**src/rtl/uart_pkg.sv**
```systemverilog
// Shared UART constants, the transmitter state type and a parity helper.
package uart_pkg;

    localparam int unsigned PARITY_NONE = 0;
    localparam int unsigned PARITY_ODD  = 1;
    localparam int unsigned PARITY_EVEN = 2;

    typedef enum logic [2:0] {
        StIdle,
        StStart,
        StData,
        StParity,
        StStop,
        StBreak
    } tx_state_e;

    // Callers zero-extend narrower words, so the extra bits do not disturb the XOR.
    function automatic logic calc_parity(input logic [8:0] data, input int unsigned mode);
        return (mode == PARITY_ODD) ? ~^data : ^data;
    endfunction

endpackage

```
**src/rtl/uart_sync_fifo.sv**
```systemverilog
// Generic single-clock FIFO with first-word fall-through read data.
module uart_sync_fifo #(
    parameter int unsigned WIDTH = 8,
    parameter int unsigned DEPTH = 4
) (
    input  logic                   i_Clock,
    input  logic                   i_Reset,
    input  logic                   i_Push,
    input  logic [WIDTH-1:0]       i_Data,
    input  logic                   i_Pop,
    output logic [WIDTH-1:0]       o_Data,
    output logic                   o_Full,
    output logic                   o_Empty,
    output logic [$clog2(DEPTH):0] o_Count
);
    localparam int unsigned AW = $clog2(DEPTH);
    localparam logic [AW:0] FullCount = DEPTH[AW:0];

    logic [WIDTH-1:0] mem_q [DEPTH];
    logic [AW-1:0]    wr_ptr_q;
    logic [AW-1:0]    rd_ptr_q;
    logic [AW:0]      count_q;
    logic             push_ok;
    logic             pop_ok;

    assign o_Full  = (count_q == FullCount);
    assign o_Empty = (count_q == '0);
    assign o_Count = count_q;
    assign o_Data  = mem_q[rd_ptr_q];
    assign push_ok = i_Push & ~o_Full;
    assign pop_ok  = i_Pop & ~o_Empty;

    always_ff @(posedge i_Clock) begin
        if (push_ok) begin
            mem_q[wr_ptr_q] <= i_Data;
        end
    end

    always_ff @(posedge i_Clock) begin
        if (i_Reset) begin
            wr_ptr_q <= '0;
            rd_ptr_q <= '0;
            count_q  <= '0;
        end else begin
            if (push_ok) wr_ptr_q <= wr_ptr_q + 1'b1;
            if (pop_ok)  rd_ptr_q <= rd_ptr_q + 1'b1;
            if (push_ok != pop_ok) begin
                count_q <= push_ok ? count_q + 1'b1 : count_q - 1'b1;
            end
        end
    end

endmodule

```
**src/rtl/uart_tx_fifo.sv**
```systemverilog
// UART transmitter fed by a FIFO; frames go out LSB-first with no idle gap between them.
// Define UART_TX_BREAK_EN to add the i_Break input and the line-break state.
module uart_tx_fifo
    import uart_pkg::*;
#(
    parameter int unsigned CLKS_PER_BIT = 87,
    parameter int unsigned DATA_BITS    = 8,
    parameter int unsigned PARITY_MODE  = PARITY_NONE,
    parameter int unsigned STOP_BITS    = 1,
    parameter int unsigned FIFO_DEPTH   = 4
) (
    input  logic                          i_Clock,
    input  logic                          i_Reset,
    input  logic                          i_Tx_DV,
    input  logic [DATA_BITS-1:0]          i_Tx_Byte,
`ifdef UART_TX_BREAK_EN
    input  logic                          i_Break,
`endif
    output logic                          o_Tx_Ready,
    output logic                          o_Overflow,
    output logic [$clog2(FIFO_DEPTH):0]   o_Fifo_Count,
    output logic                          o_Tx_Active,
    output logic                          o_Tx_Serial,
    output logic                          o_Tx_Done
);
    localparam int unsigned CW = $clog2(CLKS_PER_BIT);
    localparam logic [CW-1:0] LastClk  = CW'(CLKS_PER_BIT - 1);
    localparam logic [3:0]    LastData = 4'(DATA_BITS - 1);
    localparam logic [3:0]    LastStop = 4'(STOP_BITS - 1);

    tx_state_e              state_q;
    logic [CW-1:0]          clk_cnt_q;
    logic [3:0]             bit_idx_q;
    logic [DATA_BITS-1:0]   shift_q;
    logic                   parity_q;
    logic                   serial_q;
    logic                   active_q;
    logic                   done_q;
    logic                   overflow_q;

    logic [DATA_BITS-1:0]   fifo_rdata;
    logic                   fifo_full;
    logic                   fifo_empty;
    logic                   push;
    logic                   pop;
    logic                   bit_end;
    logic                   stop_end;
    logic                   break_req;
    logic                   rel_end;

`ifdef UART_TX_BREAK_EN
    logic brk_rel_q;
    assign break_req = i_Break;
    assign rel_end   = (state_q == StBreak) & brk_rel_q & bit_end;
`else
    assign break_req = 1'b0;
    assign rel_end   = 1'b0;
`endif

    assign bit_end  = (clk_cnt_q == LastClk);
    assign stop_end = (state_q == StStop) & bit_end & (bit_idx_q == LastStop);
    assign push     = i_Tx_DV & ~fifo_full;

    // A pending break wins over the queue at every frame boundary.
    always_comb begin
        pop = 1'b0;
        if (!fifo_empty && !break_req) begin
            pop = (state_q == StIdle) | stop_end | rel_end;
        end
    end

    uart_sync_fifo #(
        .WIDTH (DATA_BITS),
        .DEPTH (FIFO_DEPTH)
    ) u_fifo (
        .i_Clock (i_Clock),
        .i_Reset (i_Reset),
        .i_Push  (push),
        .i_Data  (i_Tx_Byte),
        .i_Pop   (pop),
        .o_Data  (fifo_rdata),
        .o_Full  (fifo_full),
        .o_Empty (fifo_empty),
        .o_Count (o_Fifo_Count)
    );

    always_ff @(posedge i_Clock) begin
        if (i_Reset) begin
            state_q    <= StIdle;
            clk_cnt_q  <= '0;
            bit_idx_q  <= '0;
            shift_q    <= '0;
            parity_q   <= 1'b0;
            serial_q   <= 1'b1;
            active_q   <= 1'b0;
            done_q     <= 1'b0;
            overflow_q <= 1'b0;
`ifdef UART_TX_BREAK_EN
            brk_rel_q  <= 1'b0;
`endif
        end else begin
            done_q     <= stop_end;
            overflow_q <= i_Tx_DV & fifo_full;
            if (pop) begin
                state_q   <= StStart;
                clk_cnt_q <= '0;
                shift_q   <= fifo_rdata;
                parity_q  <= calc_parity(9'(fifo_rdata), PARITY_MODE);
                serial_q  <= 1'b0;
                active_q  <= 1'b1;
`ifdef UART_TX_BREAK_EN
                brk_rel_q <= 1'b0;
`endif
            end else begin
                case (state_q)
                    StIdle: begin
                        if (break_req) begin
                            state_q  <= StBreak;
                            serial_q <= 1'b0;
                        end
                    end
                    StStart, StData: begin
                        if (!bit_end) begin
                            clk_cnt_q <= clk_cnt_q + 1'b1;
                        end else begin
                            clk_cnt_q <= '0;
                            if (state_q == StStart || bit_idx_q != LastData) begin
                                state_q   <= StData;
                                bit_idx_q <= (state_q == StStart) ? 4'd0 : bit_idx_q + 4'd1;
                                serial_q  <= shift_q[0];
                                shift_q   <= shift_q >> 1;
                            end else if (PARITY_MODE != PARITY_NONE) begin
                                state_q  <= StParity;
                                serial_q <= parity_q;
                            end else begin
                                state_q   <= StStop;
                                bit_idx_q <= '0;
                                serial_q  <= 1'b1;
                            end
                        end
                    end
                    StParity: begin
                        if (!bit_end) begin
                            clk_cnt_q <= clk_cnt_q + 1'b1;
                        end else begin
                            clk_cnt_q <= '0;
                            state_q   <= StStop;
                            bit_idx_q <= '0;
                            serial_q  <= 1'b1;
                        end
                    end
                    StStop: begin
                        if (!bit_end) begin
                            clk_cnt_q <= clk_cnt_q + 1'b1;
                        end else begin
                            clk_cnt_q <= '0;
                            if (bit_idx_q == LastStop) begin
                                state_q  <= break_req ? StBreak : StIdle;
                                serial_q <= ~break_req;
                                active_q <= 1'b0;
                            end else begin
                                bit_idx_q <= bit_idx_q + 4'd1;
                            end
                        end
                    end
`ifdef UART_TX_BREAK_EN
                    // Hold the line low while requested, then one idle-high bit time.
                    StBreak: begin
                        if (!brk_rel_q) begin
                            clk_cnt_q <= '0;
                            if (!break_req) begin
                                brk_rel_q <= 1'b1;
                                serial_q  <= 1'b1;
                            end
                        end else if (bit_end) begin
                            brk_rel_q <= 1'b0;
                            clk_cnt_q <= '0;
                            state_q   <= StIdle;
                        end else begin
                            clk_cnt_q <= clk_cnt_q + 1'b1;
                        end
                    end
`endif
                    default: state_q <= StIdle;
                endcase
            end
        end
    end

    assign o_Tx_Ready  = ~fifo_full;
    assign o_Overflow  = overflow_q;
    assign o_Tx_Active = active_q;
    assign o_Tx_Serial = serial_q;
    assign o_Tx_Done   = done_q;

endmodule

```
**config.mk**
```make
export PLATFORM = sky130hd
export DESIGN_NAME = uart_tx_fifo
export DESIGN_NICKNAME = d
export VERILOG_FILES = /design/src/rtl/uart_pkg.sv /design/src/rtl/uart_sync_fifo.sv /design/src/rtl/uart_tx_fifo.sv
export SDC_FILE = /design/constraint.sdc
export NUM_CORES = 1
export LEC_CHECK = 0
export ABC_AREA = 1
export BUFFER_PORTS_ARGS = -buffer_cell sky130_fd_sc_hd__clkbuf_2
export CORE_ASPECT_RATIO = 0.5
export CORE_MARGIN = 1
export CORE_UTILIZATION = 45
export DETAILED_ROUTE_END_ITERATION = 7
export GPL_ROUTABILITY_DRIVEN = 0
export PLACE_DENSITY_LB_ADDON = 0.3
export REMOVE_ABC_BUFFERS = 1
export SLEW_MARGIN = 5
export SYNTH_ARGS = -nofsm -noshare
export SYNTH_HDL_FRONTEND = slang
export SYNTH_SLANG_ARGS = --single-unit
```
**constraint.sdc**
```tcl
create_clock -name i_Clock -period 1.85 [get_ports i_Clock]
set_input_delay 0.0925 -clock i_Clock [delete_from_list [all_inputs] [get_ports i_Clock]]
set_output_delay 0.0925 -clock i_Clock [all_outputs]
set_load 0.05 [all_outputs]
```
# Yosys cells after proc, flatten, opt, wreduce, memory -nomap -nowiden
# Memories as Yosys holds them, arrays and structs flattened. A register that Yosys moved wholly into a read port is not among the register bits.
# Index checks and enable logic that the tools add are counted.
dict set report word_totals {
  ff_bits 33
  ramBits 32
  in_bits 11
  wordCells 104
  mem_count 1
}
# memory words width rd rd_ports_with_merged_regs wr line
set memory_table {}
lappend memory_table {u_fifo.mem_q 4 8 1 1 1 uart_sync_fifo.sv:19} ;# logic [WIDTH-1:0] mem_q [DEPTH];
dict set report classes {
  add_sub_neg 6
  eq_ne 18
  mux 36
  bitwise 11
  reduce_logical 20
}
# operator n
set op_table {}
lappend op_table {{$mux 8} 4}
lappend op_table {{$mux 4} 6}
lappend op_table {{$mux 3} 6}
lappend op_table {{$reduce_and 5->1} 3}
lappend op_table {{$mux 1} 14}
lappend op_table {{$pmux 3 s4} 1}
lappend op_table {{$pmux 4 s3} 1}
lappend op_table {{$reduce_bool 2->1} 5}
lappend op_table {{$ne 3x2->1 const B} 3}
lappend op_table {{$ne 2x2->1 const B} 4}
lappend op_table {{$add 7x1->7 const B} 1}
lappend op_table {{$eq 7x7->1 const B} 1}
lappend op_table {{$mux 7} 1}
lappend op_table {{$and 1x1->1} 6}
lappend op_table {{$eq 3x2->1 const B} 2}
lappend op_table {{$eq 3x3->1 const B} 2}
lappend op_table {{$logic_not 3->1} 2}
lappend op_table {{$reduce_and 3->1} 2}
lappend op_table {{$reduce_and 6->1} 1}
lappend op_table {{$add 2x1->2 const B} 2}
lappend op_table {{$add 4x1->4 const B} 1}
lappend op_table {{$logic_not 4->1} 1}
lappend op_table {{$mux 2} 2}
lappend op_table {{$ne 2x1->1 const B} 2}
lappend op_table {{14 further kinds} 18}

# Longest topological paths before layout
# Gate-level depths: netlist of the first run.
dict set report depth {
  ltp_word 8
  depth_mapped 13
}

# Cells and area by module
# From an unflattened synthesis of the first run, not the netlist that was laid out.
dict set report unflattened {
  cells_unflattened 363
  area_unflattened_um2 3178.0
}
# mod n_inst cells_per_inst area_each_um2 seq_area_each_um2
set by_module_without_submodules {}
lappend by_module_without_submodules {uart_sync_fifo 1 149 1690.4 1141.1}
lappend by_module_without_submodules {uart_tx_fifo 1 214 1487.7 520.5}

# Worst setup path before layout of the first run
# Ideal clock, no wire load.
dict set report synth_timing {
  kind {register -> register}
  from {reg u_fifo.count_q[0] (netlist: u_fifo.o_Count[0])}
  to {reg u_fifo.count_q[2] (netlist: u_fifo.o_Count[2])}
  t_arrival_ns 2.403
  slack_ns -0.623
  stages_incl_launch_ff 10
  n_path_buf 1
  period_less_slack_ns 2.473
  cell_sequence {dfxtp_1 -> nor2_1 -> nand2_1 -> nand2_1 -> clkbuf_1 -> fa_1 -> nand3b_1 -> nand2_1 -> nand3_1 -> a21oi_1}
}
dict set report synth_via {
  elab_chain_len 5
  word_cells_on_any_way 12
}
# element line
set synth_rtl {}
lappend synth_rtl {{start: declaration} uart_sync_fifo.sv:22} ;# logic [AW:0] count_q;
lappend synth_rtl {{start signal: assignment} uart_sync_fifo.sv:48} ;# count_q <= push_ok ? count_q + 1'b1 : count_q - 1'b1;
lappend synth_rtl {{$eq 3x3->1 (*)} uart_sync_fifo.sv:26} ;# assign o_Full = (count_q == FullCount);
lappend synth_rtl {{$not 1->1 (*)} --}
lappend synth_rtl {{named net o_Tx_Ready} uart_tx_fifo.sv:19} ;# output logic o_Tx_Ready,
lappend synth_rtl {{$and 1x1->1} uart_tx_fifo.sv:62} ;# assign push = i_Tx_DV & ~fifo_full;
lappend synth_rtl {{$and 1x1->1 (*)} uart_sync_fifo.sv:30} ;# assign push_ok = i_Push & ~o_Full;
lappend synth_rtl {{$mux 3 / $ne 1x1->1 (equally long branches)} {uart_sync_fifo.sv:48, uart_sync_fifo.sv:47}}
# The timed path passes the listed nets; every way through them passes the cells marked *.
# A chain may end at the register's enable or synchronous reset.

# Final worst setup path of the first run
dict set report layout_timing {
  from {reg clk_cnt_q[0]}
  to {reg u_fifo.count_q[0] (netlist: u_fifo.o_Count[0])}
}
dict set report layout_via {
  elab_chain_len 7
}
# element line
set layout_rtl {}
lappend layout_rtl {{start: declaration} uart_tx_fifo.sv:32} ;# logic [CW-1:0] clk_cnt_q;
lappend layout_rtl {{start signal: assignment} uart_tx_fifo.sv:124} ;# clk_cnt_q <= clk_cnt_q + 1'b1;
lappend layout_rtl {{start signal: assignment} uart_tx_fifo.sv:144} ;# clk_cnt_q <= clk_cnt_q + 1'b1;
lappend layout_rtl {{start signal: assignment} uart_tx_fifo.sv:154} ;# clk_cnt_q <= clk_cnt_q + 1'b1;
lappend layout_rtl {{$eq 7x7->1} uart_tx_fifo.sv:60} ;# assign bit_end = (clk_cnt_q == LastClk);
lappend layout_rtl {{$and 1x1->1 (2 in a row)} uart_tx_fifo.sv:61} ;# assign stop_end = (state_q == StStop) & bit_end & (bit_idx_q == LastStop);
lappend layout_rtl {{$or 1x1->1} uart_tx_fifo.sv:68} ;# pop = (state_q == StIdle) | stop_end | rel_end;
lappend layout_rtl {{$mux 1} uart_tx_fifo.sv:67} ;# if (!fifo_empty && !break_req) begin
lappend layout_rtl {{$and 1x1->1} uart_sync_fifo.sv:31} ;# assign pop_ok = i_Pop & ~o_Empty;
lappend layout_rtl {{$ne 1x1->1} uart_sync_fifo.sv:47} ;# if (push_ok != pop_ok) begin
# Every way passes these cells.

==> run metrics, run 1 <==
largest net degree at the start of global routing 18; leakage power around 1.5 nW; clock latency at the later pin of the worst-skew pair 320 ps; combinational power share 0.332; commonest non-fill, non-tap cell in the layout nand2_1; share of total power in sequential cells 0.355; initial core utilization 0.481; Top Ports 19; dpl ws 44.3 ps; average instance area after synthesis roughly 9.1 sq um; Vias roughly 2400; count of final hold-check violations 0; Post-DP HPWL 3940 um; worst min-delay path class input pin to flip-flop; violation count after the first detailed-route iteration 113; final critical-path required period ~1700 ps; number of maximum-capacitance constraint violations 0; via count of the first global-routing pass between 2000 and 2500; relative max-transition margin 0.707; Setup Total Neg Slack 0 ps; CORE AREA roughly 6300 sq um; timing-limited maximum frequency 584 MHz; count of endpoints failing setup in the final report 0; gr ovfl total 0; net switching power ~2.0 mW; share of the yosys chip area belonging to registers 0.552; remaining antenna violation count 0; Crit Reg-Reg Startpoint clk_cnt_q[0]; logic depth of the worst register-to-register path 12; CTS buffer count 9; switching fraction of total power 0.361; Synth cell types 33; maximum vdd drop approximately 0.59 mV; count of H-tree levels built during CTS 3; critical path required time a little over 2000 ps; share of layout cells above drive strength 1 0.155; antenna violations before repair 0; relative contribution of the clock network to total power 0.313; worst reg2reg setup slack between 100 and 150 ps; cell internal power dissipation 3.61 mW; Buffers on Ports 18; cell area after synthesis approximately 3000 sq um; Clock transition at path regs approximately 50 ps; arrival time of data at the critical path endpoint between 1500 and 2000 ps; Net count, final 388; kind of capture point of the worst setup path flip-flop; placed cell areas roughly 3200 sq um; sink count of the clock tree between 60 and 70; post-route worst setup slack about 140 ps; worst min-delay path endpoint o_Overflow; Warnings, synthesis 0; critical path class flip-flop to flip-flop; average wire per standard cell around 13 um; maximum fanout count along the critical path 6; root buffer selected by CTS clkbuf_16; Die ar. roughly 7000 sq um; n_diodes 0; outcome completed; post-synthesis instance total 329; Die X between 100 and 150 um; global router's overall resource usage 0.179; height of the die 59.8 um; end of the worst register-to-register path u_fifo.o_Count[0]; DR pass1 iterations 4; final number of max-transition violations 0; synthesized flop and latch total 67; most frequent cells in the layout nand2_1 (53), nor2_1 (52), dfxtp_1 (35), edfxtp_1 (32), o21ai_0 (31); transition time at the pin with the least slew margin 439 ps; via-per-instance ratio 5.10; worst clock skew 3.24 ps; first-pass GRT wire length 9480 um; area grow syn2layout 21.1%; Hold Crit Start i_Tx_DV; count of unresolved DRC violations after routing 0; post-route cell area 3640 sq um; power density normalized to cell area between 1500 and 2000 nW/um^2; final routed wirelength across all metal layers 5800 um; Site Rows 20; period utilisation layout 0.925; CTS tree built; final design utilization 0.583; kind of launch point of the worst setup path flip-flop; clock tree buffer depth 2; hold-critical path depth 3
-- layer usage --
metal	GRT usage	share of wire	wire, um
met1	0.195	0.44	2580
met4	0.0678	0.0098	57
met5	0	0	0
met2	0.336	0.51	2970
met3	0.0582	0.034	199
-- stage by stage --
stage / std cells / hold WS, ps / power, mW
finish: 461 / 18.7 / 5.66
CTS: 459 / 10.9 / 5.63
global placement: 435 / 306 / 3.76
detailed placement: 435 / 317 / 3.84
floorplan: 321 / 162 / 3.33
global route: 461 / 29.3 / 6.00
-- critical path, cell delays in order, from the launching register on --
cell and delay [ps]:
dfxtp_1 330, inv_1 80, ha_1 160, nand3_2 130, nor2_8 180, nand2_4 80, nand2_4 90, buf_4 150
nand3_1 100, nand2_2 130, nand2_1 50, nand2_1 60, nor2_1 40
-- worst max-delay path by stage --
stage / start / to / slack (ps)
after CTS: clk_cnt_q[0] / shift_q[0] / 40
final: clk_cnt_q[0] / u_fifo.o_Count[0] / 140
after floorplan: u_fifo.o_Count[0] / u_fifo.o_Count[2] / -610
after global placement: clk_cnt_q[0] / shift_q[3] / 140
after global routing: clk_cnt_q[0] / o_Tx_Serial / -0.9
after detailed placement: clk_cnt_q[0] / shift_q[0] / 40
-- synthesized netlist by cell type (all sizes together) --
cell type | instances | area (sq um)
nand2 | 60 | 260
nor2 | 56 | 239
dfxtp | 35 | 701
o21ai | 33 | 165
edfxtp | 32 | 961
inv | 29 | 109
nand3 | 24 | 140
a21oi | 17 | 85.1
ha | 8 | 100
buf | 5 | 40.0
o22ai | 5 | 31.3
a211oi | 3 | 22.5
clkbuf | 3 | 11.3
nand4 | 3 | 18.8
nor3 | 3 | 15.0
a31oi | 2 | 12.5
nand3b | 2 | 15.0
nor3b | 2 | 15.0
xor2 | 2 | 17.5
a21boi | 1 | 7.51
and3 | 1 | 6.26
fa | 1 | 20.0
o21bai | 1 | 7.51
xnor2 | 1 | 8.76
-- area by class of cell --
cell class                 count  area [sq um]
fill                         514          2610
sequential                    67          1660
multi-input combinational    225          1210
timing repair buffer          36           245
clock buffer                  11           233
tap                           88           110
inverter                      29           109
clock inverter                 5          77.6
-- power groups by stage --
| stage | registers (mW) | clock network (mW) | logic [mW] |
|---|---|---|---|
| 2_1_floorplan | 2.19 | 0 | 1.13 |
| 3_3_place_gp | 2.02 | 0 | 1.74 |
| 3_5_place_dp | 2.03 | 0 | 1.80 |
| 4_1_cts | 2.01 | 1.80 | 1.83 |
| 5_1_grt | 2.04 | 1.85 | 2.11 |
| 6_report | 2.01 | 1.77 | 1.88 |
-- state kept, by name, indices dropped and copies added, names as in the netlist, 2 cells and up, named ones only --
name and cells:
bit_idx_q 4, state_q 3, u_fifo.wr_ptr_q 2, u_fifo.rd_ptr_q 2
u_fifo.o_Count 3, clk_cnt_q 7, shift_q 8, u_fifo.mem_q 32
-- timing repair --
| action | 4_1_cts | 5_1_grt |
|---|---|---|
| endpoints found under the setup margin | 0 | 19 |
| hold endpoints to repair | 32 | 0 |
| gates resized for setup | 0 | 5 |
| setup buffers | 0 | 2 |
| hold buffers | 8 | 0 |
-- cell families (layout without fill, tap and decap cells) --
kind of cell / after synthesis / count (layout) / share of synthesized area
compound gates: 62 / 62 / 0.110
buf+inv: 37 / 81 / 0.0532
xor+xnor: 3 / 3 / 0.00873
flops: 67 / 67 / 0.552
simple gates: 151 / 151 / 0.236
fa+ha+maj: 9 / 9 / 0.0399
No activity file was read; power rests on OpenSTA's default activity.
==> inputs of run 2 (changes only) <==
Clock period 1.85 ns to 2.2 ns, I/O delays scaled along.
==> run 2 against run 1 <==
- clock skew grew 3.7 ps
- clock-buffer cell count decreased by 2
- design area down 4.2%
- sequential power shrank 16%
- register-to-register slack gained 160 ps
- largest cell class unchanged
- combinational power fell by 21%
- non-clock buffer count fell by 10
- worst hold slack lost 13 ps
- setup slack improved by 160 ps
- critical path depth is 1 lower
- largest power group unchanged
==> run metrics, run 2 (synthesis gave the netlist of run 1 again) <==
outcome completed; sink count of the clock tree 67 (unchanged); initial core utilization 0.481 (unchanged); Die ar. 7040 sq um (unchanged); post-route cell area 3490 sq um (-4.2%); final-layout fill cell count 539 (+4.9%); worst min-delay path class input pin to flip-flop; n_diodes 0 (unchanged); antenna violations before repair 0 (unchanged); Post-CTS Setup Repair Bufs 0 (unchanged); Net count, final 378 (-2.6%); Vias 2257 (-4.1%); gr ovfl total 0 (unchanged); Post-DP HPWL 3820 um (-3.2%); final critical-path required period 1900 ps (+186 ps); power density normalized to cell area 1270 nW/um^2 (-18%); count of hold-fix buffers inserted at cts 1 (-7); share of layout cells above drive strength 1 0.144 (-0.0118); slowest stage delay, CP 380 ps (+50 ps); Buffers on Ports 18 (unchanged); count of unresolved DRC violations after routing 0 (unchanged); Die X 118 um (unchanged); count of endpoints failing setup in the final report 0 (unchanged); slowest CP cell dfxtp_1; transition time at the pin with the least slew margin 475 ps (+36.3 ps); most prevalent standard cell on the critical path nand2_4; Crit Reg-Reg Startpoint clk_cnt_q[0]; placed cell areas 3200 sq um (-0.47%); final number of max-transition violations 0 (unchanged); leakage power 1.40 nW (-5.3%); CP Cell Sequence inv_1, ha_1, nand3_1, nor2_8, nand2_4, nand2_4, nand2_4, nand2_1, inv_1, nand2_1, a21oi_1; most frequent cells in the layout nand2_1 (54), nor2_1 (52), dfxtp_1 (35), edfxtp_1 (32), o21ai_0 (31); count of H-tree levels built during CTS 3 (unchanged); period utilisation layout 0.862 (-0.0627); register name with the most flops u_fifo.mem_q; global router's overall resource usage 0.175 (-0.00428); maximum vdd drop 0.493 mV (-17%); height of the die 59.8 um (unchanged); root buffer selected by CTS clkbuf_16; CTS buffer count 9 (unchanged); total design power 4.45 mW (-21%); Hold Crit Start i_Tx_Byte[7]; average wire per standard cell 12.7 um (+0.93%); commonest non-fill, non-tap cell in the layout nand2_1; end of the worst register-to-register path shift_q[7]; largest registers u_fifo.mem_q (32), shift_q (8), clk_cnt_q (7); number of gates resized after cts 0 (unchanged); maximum fanout count along the critical path 21 (+15); via count of the first global-routing pass 2130 (-1.0%); violation count after the first detailed-route iteration 108 (-4.4%); buffers plus inverters on the worst setup path 2 (unchanged); final design utilization 0.558 (-0.0246); via-per-instance ratio 5.02 (-1.7%); area grow syn2layout 16.0%; largest net degree at the start of global routing 22 (+4); worst reg2reg setup slack 300 ps (+160 ps); crit path from clk_cnt_q[0]; number of gates on the worst path with buffers counted 11 (-1); Top Ports 19 (unchanged); final routed wirelength across all metal layers 5710 um (-1.5%); kind of launch point of the worst setup path flip-flop; clock latency at the later pin of the worst-skew pair 320 ps (about the same); count of final hold-check violations 0 (unchanged); CTS tree built; worst clock skew 6.98 ps (+3.74 ps); number of maximum-capacitance constraint violations 0 (unchanged); remaining antenna violation count 0 (unchanged); first-pass GRT wire length 9420 um (-0.65%); Clock transition at path regs 60 ps (about the same); worst slack on hold paths 5.33 ps (-13.3 ps); Site Rows 20 (unchanged); unrepaired setup endpoints after global routing no; DR pass1 iterations 4 (unchanged); timing-limited maximum frequency 527 MHz (-9.8%); logic depth of the worst register-to-register path 11 (-1); arrival time of data at the critical path endpoint 2140 ps (+210 ps); Critical Path Sink shift_q[7]; relative max-transition margin 0.683 (-0.0242); clock tree buffer depth 2 (unchanged); CORE AREA 6260 sq um (unchanged); critical path required time 2450 ps (+380 ps); max reg flops 32 (unchanged); kind of capture point of the worst setup path flip-flop; CP delay by family, top simple AND/OR/NAND/NOR gates; critical path class flip-flop to flip-flop
==> run 2: changes by cell type in the layout (fill, tap and decap cells not counted), moves of 2 or more <==
| cell | previous run | this run |
|---|---|---|
| bufinv_16 | 2 | 0 |
| dlygate4sd3_1 | 8 | 2 |
| clkbuf_1 | 2 | 0 |
| clkinv_2 | 2 | 0 |
| buf_4 | 10 | 6 |
| clkinvlp_4 | 1 | 4 |
==> run 2: worst min-delay path by stage <==
stage / to / slack (ps) / cells past startpoint
2_1_floorplan: o_Tx_Active / 180 / 1
3_3_place_gp: u_fifo.mem_q[3][5] / 320 / 1
3_5_place_dp: u_fifo.mem_q[0][5] / 330 / 1
4_1_cts: u_fifo.mem_q[0][7] / 1 / 1
5_1_grt: u_fifo.mem_q[2][2] / 2 / 1
6_report: u_fifo.mem_q[0][7] / 5 / 1
==> run 2: final cells by class <==
class | instances | area, sq um | share of cell area
Sequential cell | 67 | 1660 | 0.476
Clock inverter | 6 | 42.5 | 0.0122
Clock buffer | 9 | 225 | 0.0645
Inverter | 29 | 109 | 0.0312
Tap cell | 88 | 110 | 0.0315
Timing Repair Buffer | 26 | 155 | 0.0444
Multi-Input combinational cell | 225 | 1190 | 0.340
==> run 2: worst register-to-register path: cells and delay by family, from the launching register on <==
family	cells	cell delay (ps)
compound gates	1	140
flops	1	380
buf+inv	2	230
fa+ha+maj	1	190
simple gates	7	860
==> run 2: report_power, final <==
part	internal, mW	leakage [nW]	switching (mW)
combinational	0.448	0.702	1.05
clock	0.754	0.118	0.509
sequential	1.55	0.580	0.148
==> run 2: routing by layer <==
metal	vias to the layer above	GRT usage	part of all wire
li1	1163	-	-
met1	1041	0.197	0.46
met2	49	0.324	0.49
met3	4	0.0525	0.036
met4	0	0.0641	0.0082
met5	-	0	0
==> run 2: through the flow <==
stage	instances	TNS (ps)	setup WS (ps)
floorplan	321	-6140	-263
global placement	433	0	434
detailed placement	433	0	325
CTS	449	0	323
global route	450	0	138
finish	450	0	303
==> inputs of run 3 (changes only) <==
Settings changed: BUFFER_PORTS_ARGS -buffer_cell sky130_fd_sc_hd__clkbuf_2 to -buffer_cell sky130_fd_sc_hd__buf_4.
==> run 3 against run 2 <==
- register-to-register slack got worse by 20 ps
- power up 3.5%
- clock power increased by 9.5%
- sequential share of layout area is 1.6 points lower
- worst hold slack improved by 37 ps
- combinational power is 3% higher
- sequential power about the same
- largest power group unchanged
==> run metrics, run 3 (synthesis gave the netlist of run 1 again) <==
count of hold-fix buffers inserted at cts 8 (+7); CTS buffer count 9 (unchanged); count of final hold-check violations 0 (unchanged); initial core utilization 0.481 (unchanged); Vias 2297 (+1.8%); critical path class flip-flop to flip-flop; Finished Layout Cells 457 (+1.6%); Top Ports 19 (unchanged); count of unresolved DRC violations after routing 0 (unchanged); Net count, final 384 (+1.6%); number of gates resized after cts 0 (unchanged); leakage power 1.45 nW (+3.8%); global router's overall resource usage 0.186 (+0.0110); Post-DP HPWL 4030 um (+5.4%); hold-critical path depth 3 (+2); Die ar. 7040 sq um (unchanged); via count of the first global-routing pass 2167 (+1.7%); arrival time of data at the critical path endpoint 2130 ps (about the same); final critical-path required period 1920 ps (+20.1 ps); most frequent cells in the layout nand2_1 (54), nor2_1 (52), dfxtp_1 (35), edfxtp_1 (32), o21ai_0 (31); unrepaired setup endpoints after global routing no; logic depth of the worst register-to-register path 11 (unchanged); gr ovfl total 0 (unchanged); share of layout cells above drive strength 1 0.138 (-0.00544); routing usage on met2 0.344 (+0.0202); number of maximum-capacitance constraint violations 0 (unchanged); end of the worst register-to-register path shift_q[3]; kind of capture point of the worst setup path flip-flop; root buffer selected by CTS clkbuf_16; violation count after the first detailed-route iteration 113 (+4.6%); clock tree buffer depth 2 (unchanged); met1 Usage GRT 0.205 (+0.00759); first-pass GRT wire length 9850 um (+4.6%); dpl ws 290 ps (-34.8 ps); Post-CTS Setup Repair Bufs 0 (unchanged); fraction of met3 tracks used by global routing 0.0620 (+0.00954); largest net degree at the start of global routing 22 (unchanged); maximum vdd drop 0.455 mV (-7.5%); kind of launch point of the worst setup path flip-flop; final number of max-transition violations 0 (unchanged); area grow syn2layout 20.1%; period utilisation layout 0.872 (+0.00912); max reg flops 32 (unchanged); antenna violations before repair 0 (unchanged); total design power 4.61 mW (+3.5%); timing-limited maximum frequency 521 MHz (-1.0%); Site Rows 20 (unchanged); Buffers on Ports 18 (unchanged); Die X 118 um (unchanged); register name with the most flops u_fifo.mem_q; sink count of the clock tree 67 (unchanged); post-route worst setup slack 282 ps (-20.1 ps); CTS tree built; number of cells after detailed placement 433 (unchanged); DR pass1 iterations 4 (unchanged); Crit Reg-Reg Startpoint clk_cnt_q[0]; GRT busiest layer met2; remaining antenna violation count 0 (unchanged); largest registers u_fifo.mem_q (32), shift_q (8), clk_cnt_q (7); count of H-tree levels built during CTS 3 (unchanged); crit path from clk_cnt_q[0]; power density normalized to cell area 1270 nW/um^2 (about the same); relative max-transition margin 0.692 (+0.00905); commonest non-fill, non-tap cell in the layout nand2_1; Clock transition at path regs 60 ps (about the same); worst min-delay path class input pin to flip-flop; final routed wirelength across all metal layers 5990 um (+4.8%); clock latency at the later pin of the worst-skew pair 320 ps (about the same); Critical Path Sink shift_q[3]; CORE AREA 6260 sq um (unchanged); worst clock skew 5.20 ps (-1.78 ps); via-per-instance ratio 5.03 (+0.21%); critical path required time 2420 ps (-30 ps); count of endpoints failing setup in the final report 0 (unchanged); transition time at the pin with the least slew margin 461 ps (-13.6 ps); n_diodes 0 (unchanged); height of the die 59.8 um (unchanged); outcome completed; worst reg2reg setup slack 280 ps (-20 ps); maximum fanout count along the critical path 21 (unchanged); average wire per standard cell 13.1 um (+3.2%)
==> run 3: cell types whose count changed in the layout (fill, tap and decap cells not counted), sizes merged <==
cell,before,now
dlygate4sd3,2,8
clkbuf,27,11
inv,30,29
bufinv,0,1
clkinvlp,4,2
clkinv,1,2
buf,6,24
==> run 3: area by class of cell <==
class	instances	area [sq um]
clock inverters	5	53.8
multi-input cells	225	1190
well taps	88	110
flip-flops and latches	67	1660
inverters	29	109
fillers	534	2640
repair buffers	32	260
clock buffers	11	233
==> run 3: how the worst min path moves through the flow <==
stage | from | to | slack (ps)
3_5_place_dp | i_Tx_Byte[5] | u_fifo.mem_q[2][5] | 310
5_1_grt | i_Tx_DV | o_Overflow | 50
3_3_place_gp | i_Tx_Byte[5] | u_fifo.mem_q[1][5] | 310
4_1_cts | i_Tx_DV | o_Overflow | 30
2_1_floorplan | i_Reset | o_Tx_Active | 180
6_report | i_Tx_DV | o_Overflow | 40
==> run 3: critical path: stages (launching register included) <==
cell,delay (ps)
dfxtp_1,340
inv_1,90
ha_1,150
nand3_1,170
nor2_8,190
nand2_4,90
nand2_4,110
nand2_4,160
nand2_1,200
inv_1,120
nor2_1,140
nor2_1,60
==> run 3: stage by stage <==
stage	utilization	TNS, ps	instance area [sq um]	hold WS (ps)
final	0.578	0	3610	42.6
after global routing	0.578	0	3610	48.2
after CTS	0.578	0	3610	32.9
after detailed placement	0.519	0	3250	313
after global placement	0.519	0	3250	309
after floorplan	-	-6140	2960	179
==> run 3: per-layer routing <==
metal | up-vias | share of wire
li1 | 1175 | -
met1 | 1082 | 0.45
met2 | 32 | 0.51
met3 | 8 | 0.032
met4 | 0 | 0.011
met5 | - | 0
==> run 3: report_power, final <==
group,internal [mW],switching [mW],leakage (nW)
registers,1.55,0.151,0.580
logic,0.492,1.04,0.739
clock network,0.871,0.505,0.133
total,2.91,1.70,1.45
